==> src/rtl/mem_read_arbiter_if.sv <==
// mem_read_arbiter_if: request, response and memory-port signals of the read arbiter
interface mem_read_arbiter_if #(
  parameter int AddrWidth = 32,
  parameter int LineSize  = 128
);
  logic [AddrWidth-1:0] req0_addr_i;
  logic                 req0_read_en_i;
  logic                 req0_read_valid_o;
  logic [AddrWidth-1:0] req1_addr_i;
  logic                 req1_read_en_i;
  logic                 req1_read_valid_o;
  logic [LineSize-1:0]  read_data_o;
  logic [AddrWidth-1:0] mem_addr_o;
  logic                 mem_read_en_o;
  logic                 mem_read_valid_i;
  logic [LineSize-1:0]  mem_read_data_i;
  logic                 owner_o;
  logic                 busy_o;
  modport slave (
    input  req0_addr_i, req0_read_en_i, req1_addr_i, req1_read_en_i,
    input  mem_read_valid_i, mem_read_data_i,
    output req0_read_valid_o, req1_read_valid_o, read_data_o,
    output mem_addr_o, mem_read_en_o, owner_o, busy_o
  );
  modport master (
    output req0_addr_i, req0_read_en_i, req1_addr_i, req1_read_en_i,
    output mem_read_valid_i, mem_read_data_i,
    input  req0_read_valid_o, req1_read_valid_o, read_data_o,
    input  mem_addr_o, mem_read_en_o, owner_o, busy_o
  );
endinterface

==> src/rtl/mem_read_arbiter.sv <==
// mem_read_arbiter: round-robin sharing of one line-wide memory read port between two caches
module mem_read_arbiter #(
  parameter int AddrWidth      = 32,
  parameter int ByteOffsetBits = 4,
  parameter int LineSize       = 8 * (2 ** ByteOffsetBits)
) (
  input logic clk_i,
  input logic rstn_i,
  mem_read_arbiter_if.slave bus
);
  typedef enum logic [1:0] {IDLE, BUSY, RESP} state_e;
  localparam logic [AddrWidth-1:0] LineMask = {{(AddrWidth-ByteOffsetBits){1'b1}}, {ByteOffsetBits{1'b0}}};
  state_e               state_q, state_d;
  logic                 owner_q, owner_d;
  logic                 last_q, last_d;
  logic [AddrWidth-1:0] addr_q, addr_d;
  logic [LineSize-1:0]  data_q, data_d;
  logic                 winner;
  logic                 owner_en;
  assign winner   = (bus.req0_read_en_i && bus.req1_read_en_i) ? ~last_q : bus.req1_read_en_i;
  assign owner_en = owner_q ? bus.req1_read_en_i : bus.req0_read_en_i;
  // next-state: grant in IDLE, capture the line in BUSY, single response cycle in RESP
  always_comb begin
    state_d = state_q;
    owner_d = owner_q;
    last_d  = last_q;
    addr_d  = addr_q;
    data_d  = data_q;
    case (state_q)
      IDLE: if (bus.req0_read_en_i || bus.req1_read_en_i) begin
        state_d = BUSY;
        owner_d = winner;
        addr_d  = (winner ? bus.req1_addr_i : bus.req0_addr_i) & LineMask;
      end
      BUSY: if (bus.mem_read_valid_i) begin
        state_d = owner_en ? RESP : IDLE;
        data_d  = bus.mem_read_data_i;
        last_d  = owner_q;
      end
      default: state_d = IDLE;
    endcase
  end
  // state and latches; last_q starts at 1 so requester 0 wins the first tie
  always_ff @(posedge clk_i or negedge rstn_i) begin
    if (!rstn_i) begin
      state_q <= IDLE;
      owner_q <= 1'b0;
      last_q  <= 1'b1;
      addr_q  <= '0;
      data_q  <= '0;
    end else begin
      state_q <= state_d;
      owner_q <= owner_d;
      last_q  <= last_d;
      addr_q  <= addr_d;
      data_q  <= data_d;
    end
  end
  assign bus.mem_read_en_o     = state_q == BUSY;
  assign bus.mem_addr_o        = state_q == BUSY ? addr_q : '0;
  assign bus.req0_read_valid_o = state_q == RESP && !owner_q;
  assign bus.req1_read_valid_o = state_q == RESP && owner_q;
  assign bus.read_data_o       = state_q == RESP ? data_q : '0;
  assign bus.owner_o           = owner_q;
  assign bus.busy_o            = state_q != IDLE;
endmodule

==> src/flat_wrapper.sv <==
// flat-port wrapper written by rule: the top's interface ports become plain ports
module mem_read_arbiter_flat 
#(
  parameter int AddrWidth      = 32,
  parameter int ByteOffsetBits = 4,
  parameter int LineSize       = 8 * (2 ** ByteOffsetBits)
)
  (clk_i, rstn_i, bus_req0_addr_i, bus_req0_read_en_i, bus_req1_addr_i, bus_req1_read_en_i, bus_mem_read_valid_i, bus_mem_read_data_i, bus_req0_read_valid_o, bus_req1_read_valid_o, bus_read_data_o, bus_mem_addr_o, bus_mem_read_en_o, bus_owner_o, bus_busy_o);
  mem_read_arbiter_if #(.AddrWidth(AddrWidth), .LineSize(LineSize)) bus_i ();
  input logic clk_i;
  input logic rstn_i;
  input wire logic [$bits(bus_i.req0_addr_i)-1:0] bus_req0_addr_i;
  input wire logic [$bits(bus_i.req0_read_en_i)-1:0] bus_req0_read_en_i;
  input wire logic [$bits(bus_i.req1_addr_i)-1:0] bus_req1_addr_i;
  input wire logic [$bits(bus_i.req1_read_en_i)-1:0] bus_req1_read_en_i;
  input wire logic [$bits(bus_i.mem_read_valid_i)-1:0] bus_mem_read_valid_i;
  input wire logic [$bits(bus_i.mem_read_data_i)-1:0] bus_mem_read_data_i;
  output wire logic [$bits(bus_i.req0_read_valid_o)-1:0] bus_req0_read_valid_o;
  output wire logic [$bits(bus_i.req1_read_valid_o)-1:0] bus_req1_read_valid_o;
  output wire logic [$bits(bus_i.read_data_o)-1:0] bus_read_data_o;
  output wire logic [$bits(bus_i.mem_addr_o)-1:0] bus_mem_addr_o;
  output wire logic [$bits(bus_i.mem_read_en_o)-1:0] bus_mem_read_en_o;
  output wire logic [$bits(bus_i.owner_o)-1:0] bus_owner_o;
  output wire logic [$bits(bus_i.busy_o)-1:0] bus_busy_o;
  assign bus_i.req0_addr_i = bus_req0_addr_i;
  assign bus_i.req0_read_en_i = bus_req0_read_en_i;
  assign bus_i.req1_addr_i = bus_req1_addr_i;
  assign bus_i.req1_read_en_i = bus_req1_read_en_i;
  assign bus_i.mem_read_valid_i = bus_mem_read_valid_i;
  assign bus_i.mem_read_data_i = bus_mem_read_data_i;
  assign bus_req0_read_valid_o = bus_i.req0_read_valid_o;
  assign bus_req1_read_valid_o = bus_i.req1_read_valid_o;
  assign bus_read_data_o = bus_i.read_data_o;
  assign bus_mem_addr_o = bus_i.mem_addr_o;
  assign bus_mem_read_en_o = bus_i.mem_read_en_o;
  assign bus_owner_o = bus_i.owner_o;
  assign bus_busy_o = bus_i.busy_o;
  mem_read_arbiter #(.AddrWidth(AddrWidth), .ByteOffsetBits(ByteOffsetBits), .LineSize(LineSize)) u_core (.clk_i(clk_i), .rstn_i(rstn_i), .bus(bus_i));
endmodule
==> config.mk <==
export PLATFORM = sky130hd
export DESIGN_NAME = mem_read_arbiter_flat
export DESIGN_NICKNAME = d
export VERILOG_FILES = /design/src/rtl/mem_read_arbiter_if.sv /design/src/rtl/mem_read_arbiter.sv /design/src/flat_wrapper.sv
export SDC_FILE = /design/constraint.sdc
export NUM_CORES = 1
export LEC_CHECK = 0
export BUFFER_PORTS_ARGS = -buffer_cell sky130_fd_sc_hd__buf_2
export CAP_MARGIN = 20
export CORE_AREA = 2 2 139 141
export CTS_BUF_LIST = sky130_fd_sc_hd__clkbuf_8
export CTS_CLUSTER_DIAMETER = 120
export DETAILED_ROUTE_END_ITERATION = 7
export DIE_AREA = 0 0 141 143
export PLACE_DENSITY_LB_ADDON = 0.08
export REMOVE_ABC_BUFFERS = 1
export SLEW_MARGIN = 40
export SYNTH_ARGS = -nofsm -noshare
export SYNTH_HDL_FRONTEND = slang
export SYNTH_SLANG_ARGS = --single-unit
==> constraint.sdc <==
create_clock -name clk_i -period 2.01 [get_ports clk_i]
set_clock_uncertainty 0.2 [all_clocks]
set_input_delay 0.3015 -clock clk_i [delete_from_list [all_inputs] [get_ports clk_i]]
set_output_delay 0.3015 -clock clk_i [all_outputs]
set_load 0.03 [all_outputs]
# Yosys cells after proc, flatten, opt, wreduce, memory -nomap -nowiden
# Index checks and enable logic that the tools add are counted.
[totals] output_inout_bits=165 register_bits=160 elab_cells=29 inputBits=197
[classes] n_bitwise=1 n_eq_ne=4 muxes=9 n_reduce_logical=10
[ops] op="two-way mux 128 bit" n=1
[ops] op="two-way mux 32 bit" n=2
[ops] op="two-way mux 2 bit" n=3
[ops] op="AND reduction 2 bit" n=3
[ops] op="case mux 2 bit (2 select lines)" n=1
[ops] op="logical AND 1 bit" n=3
[ops] op="== test 2 x 1 -> 1 bit (second input constant)" n=1
[ops] op="== test 2 bit (second input constant)" n=1
[ops] op="zero test 2 bit" n=1
[ops] op="two-way mux 1 bit" n=2
[ops] op="inequality test 2 x 1 -> 1 bit (second input constant)" n=1
[ops] op="inequality test 2 bit (second input constant)" n=1
[ops] op="nonzero test 2 bit" n=1
[ops] op="zero test 1 bit" n=1
[ops] op="logical OR 1 bit" n=1
[ops] op="NOT 1 bit" n=1

# Logic depth before layout (Yosys ltp)
[logic_depth] word_depth=4 depth_mapped=5 depth_no_buf=3

# Worst setup path after synthesis
# Ideal clock, no wire load.
[synth_timing] kind="reg-to-output" from="register u_core.state_q[1]" to="output port bus_mem_addr_o[22]" required_time_ns=1.508 path_buffers=1 slack_ns=0.129 t_arrival_ns=1.380 stages_incl_launch_ff=4 cell_sequence="dfrtp_1 > and2b_1 > clkbuf_1 > and2_1"
[synth_between] elab_chain_len=2
[synth_lines] item="start, declared" line="mem_read_arbiter.sv:13" text="state_e state_q, state_d;"
[synth_lines] item="start signal, assigned" line="mem_read_arbiter.sv:52" text="state_q <= state_d;"
[synth_lines] item="== test 2 x 1 -> 1 bit"
[synth_lines] item="named net bus_mem_read_en_o" line="flat_wrapper.sv:22" text="output wire logic [$bits(bus_i.mem_read_en_o)-1:0] bus_mem_read_en_o;"
[synth_lines] item="two-way mux 32 bit" line="mem_read_arbiter.sv:60" text="assign bus.mem_addr_o = state_q == BUSY ? addr_q : '0;"
[synth_lines] item="end, declared" line="flat_wrapper.sv:21" text="output wire logic [$bits(bus_i.mem_addr_o)-1:0] bus_mem_addr_o;"
# The timed path passes the listed nets, and every way through them passes these cells.

# Worst setup path in the final report
[layout_timing] from="register u_core.state_q[0]" to="output port bus_read_data_o[48]"
[layout_between] elab_chain_len=2
[layout_lines] item="== test 2 bit" line="mem_read_arbiter.sv:63" text="assign bus.read_data_o = state_q == RESP ? data_q : '0;"
[layout_lines] item="two-way mux 128 bit" line="mem_read_arbiter.sv:63"
[layout_lines] item="end, declared" line="flat_wrapper.sv:20" text="output wire logic [$bits(bus_i.read_data_o)-1:0] bus_read_data_o;"
# Every way passes these cells.

==> results.json <==
{
  "violations": "setup timing",
  "rsz0062_at_grt": "true",
  "path_clk_slew_ns": 0.08,
  "synth-seq-cells": 160,
  "worst_r2r_endpoint": "u_core.data_q[123]$_DFFE_PN0P_",
  "finalHoldViolCount": 0,
  "yosysSeqAreaShare": 0.542,
  "drt-met1-wl_mm": 8.69,
  "switching_share": 0.347,
  "top_layer_used": "met4",
  "die_y_um": 143,
  "overflow": 0,
  "totalNegativeSetupSlack_ns": -21.76,
  "antenna_cells": 0,
  "combPwrFrac": 0.456,
  "vias_per_cell": 4.73,
  "rows": 50,
  "start_kind": "flop",
  "antenna_found_initial": 0,
  "portBuffers": 349,
  "max_freq_mhz": 458,
  "drv_cap": 0,
  "reg2reg_from": "u_core.state_q[0]$_DFFE_PN0P_",
  "drtPass1Iterations": 4,
  "crit_type": "flop to primary output",
  "fin_crit_sh": 1.09,
  "clock_latency_ns": 0.44,
  "yosysWarnings": 0,
  "wl_met3_mm": 1.51,
  "drc_errors": 0,
  "worstPathRequired_ns": 1.51,
  "antenna_violating_nets_post_route": 0,
  "power.switching_mw": 5.24,
  "syn_inst": 557,
  "setup_viol": 158,
  "min_to": "u_core.addr_q[15]$_DFFE_PN0P_",
  "worst_ep_arrival_time_ns": 1.68,
  "drive_gt1_frac": 0.582,
  "cts_max_level": 4,
  "cts_sinks": 160,
  "floorplan.initialDensity": 0.398,
  "p_leak_nw": 6.07,
  "hp-class": "input pin to flop",
  "num-fill-cells": 1267,
  "core_region_area_mm2": 0.0186,
  "syn_avg_cell_area_um2": 13.3,
  "layout_setup_ws_ns": -0.173,
  "dp_cells": 1116,
  "peakVddDrop_v": 0.000742,
  "reg2reg_depth": 5,
  "r2r_slack_ns": 0.02,
  "layout_min_cycle_time_ns": 2.18,
  "grt_pass1_wl_mm": 34.8,
  "wl_met2_mm": 12.2,
  "netlist-cell-type-count": 19,
  "gp_congestion": 0.811,
  "finalNetCount": 1277,
  "fin_util": 0.683,
  "end_kind": "primary output",
  "routed_wl_mm": 23.1,
  "path_max_fanout": 18,
  "slew_viol_final": 0,
  "power_density_mw_per_mm2": 1190,
  "routed-via-count": 6276,
  "synth_area_mm2": 0.00739,
  "p_seq_frac": 0.375,
  "worstHoldPathCells": 3,
  "whs_ns": 0.0307,
  "intPower_mw": 9.84,
  "dpl.hpwl_mm": 13.9,
  "drtIter0Drc": 169,
  "hold_start": "bus_req1_addr_i[15]",
  "wl_per_cell_um": 17.4,
  "cts_buffers": 17,
  "instances_no_fill": 1326,
  "grt.total_usage": 0.221,
  "cts_buffer_depth": 2,
  "die_width_um": 141,
  "ios": 362,
  "status": "finished with violations",
  "area_growth_pct": 71.7,
  "power.clock.fraction": 0.169,
  "grt_start_max_net_pins": 56,
  "cts_root_buf": "clkbuf_8",
  "dieArea_mm2": 0.0202,
  "tritoncts": "done",
  "grt_pass1_vias": 6801
}
## cell type report
| class | count | area, µm² | share of cell area |
|---|---|---|---|
| timing repair buffer | 542 | 4650 | 0.367 |
| sequential | 160 | 4010 | 0.316 |
| multi-input combinational | 357 | 3300 | 0.260 |
| tap | 234 | 293 | 0.0231 |
| clock buffer | 20 | 275 | 0.0217 |
| clock inverter | 11 | 156 | 0.0123 |
| inverter | 2 | 7.51 | 0.000592 |
## flip-flops by register name, summed over array words and instances, names as in the netlist
register / count
u_core.addr_q: 28
u_core.bus.owner_o: 1
u_core.data_q: 128
u_core.last_q: 1
u_core.state_q: 2
## stage by stage
stage | cell area (µm²) | total power, mW | setup slack [ns]
after global placement | 9480 | 11.1 | 0.200
after detailed placement | 9480 | 11.4 | 0.160
after global routing | 12700 | 15.9 | -0.260
after floorplan | 7200 | 9.72 | -2.66
final | 12700 | 15.1 | -0.173
after CTS | 12400 | 14.8 | -0.209
## cells in the final DEF, fill, tap and decap left out, drive strengths merged
master	netlist	layout
o2bb2ai	1	1
nor2	2	2
o21ai	2	2
mux2i	1	1
a21bo	1	1
conb	1	4
and2	157	157
dfstp	1	1
inv	2	3
mux2	185	185
and2b	1	1
clkinvlp	0	3
nand2	1	1
dlygate4sd3	0	167
bufinv	0	3
dfrtp	159	159
clkinv	0	4
clkbuf	18	25
buf	23	370
nor2b	2	2
## synth_stat cells
master,number,area [µm²]
buf_6,2,22.5
mux2i_1,1,10.0
buf_2,17,85.1
nor2_1,2,7.51
dfrtp_1,159,3980
nand2_1,1,3.75
o2bb2ai_1,1,8.76
o21ai_0,2,10.0
and2_1,157,982
dfstp_2,1,26.3
buf_4,4,30.0
conb_1,1,3.75
clkbuf_1,18,67.6
mux2_2,176,1980
and2b_1,1,7.51
mux2_4,9,135
nor2b_1,2,12.5
inv_1,2,7.51
a21bo_2,1,10.0
## routing by layer
layer,up-vias,global-route usage
met3,50,0.0624
met4,0,0.0916
met2,256,0.399
li1,2899,-
met5,-,0
met1,3071,0.245
## how the worst max path moves through the flow
stage,startpoint,end,slack [ns],depth (start not counted)
finish,u_core.state_q[0]$_DFFE_PN0P_,bus_read_data_o[48],-0.17,5
global route,u_core.state_q[0]$_DFFE_PN0P_,bus_read_data_o[26],-0.26,5
CTS,u_core.state_q[0]$_DFFE_PN0P_,bus_read_data_o[88],-0.21,5
detailed placement,u_core.last_q$_DFFE_PN1P_,u_core.addr_q[13]$_DFFE_PN0P_,0.16,4
global placement,u_core.last_q$_DFFE_PN1P_,u_core.addr_q[13]$_DFFE_PN0P_,0.20,4
floorplan,u_core.state_q[1]$_DFFE_PN0P_,u_core.data_q[0]$_DFFE_PN0P_,-2.66,3
## what timing repair did
item                                   in CTS  in global routing
gates cloned                                3                  4
pin swaps                                   1                  0
hold buffers                              167                  0
endpoints found under the hold margin     309                  0
resized for setup                         237                 64
setup endpoints to repair                 157                200
setup buffers                               4                  1
## critical path: stages, from the launching register on
cell and delay [ns]:
dfrtp_1 0.42, nor2b_4 0.14, buf_12 0.18, clkbuf_16 0.21, and2_1 0.15, buf_6 0.13
## cells by family after synthesis
group / Yosys count / share of synthesized area
DFF: 160 / 0.542
AOI/OAI and AO/OA: 4 / 0.00389
and+or+nand+nor: 163 / 0.137
buffers and inverters: 43 / 0.0288
muxes: 186 / 0.288
other: 1 / 0.000507
## power groups by stage
stage	registers, mW	logic [mW]	clock network (mW)
floorplan	5.38	4.34	0
global placement	5.52	5.59	0
detailed placement	5.64	5.74	0
CTS	5.58	6.63	2.62
global route	5.84	7.30	2.79
finish	5.65	6.88	2.54
Power figures use the tool's default switching activity.
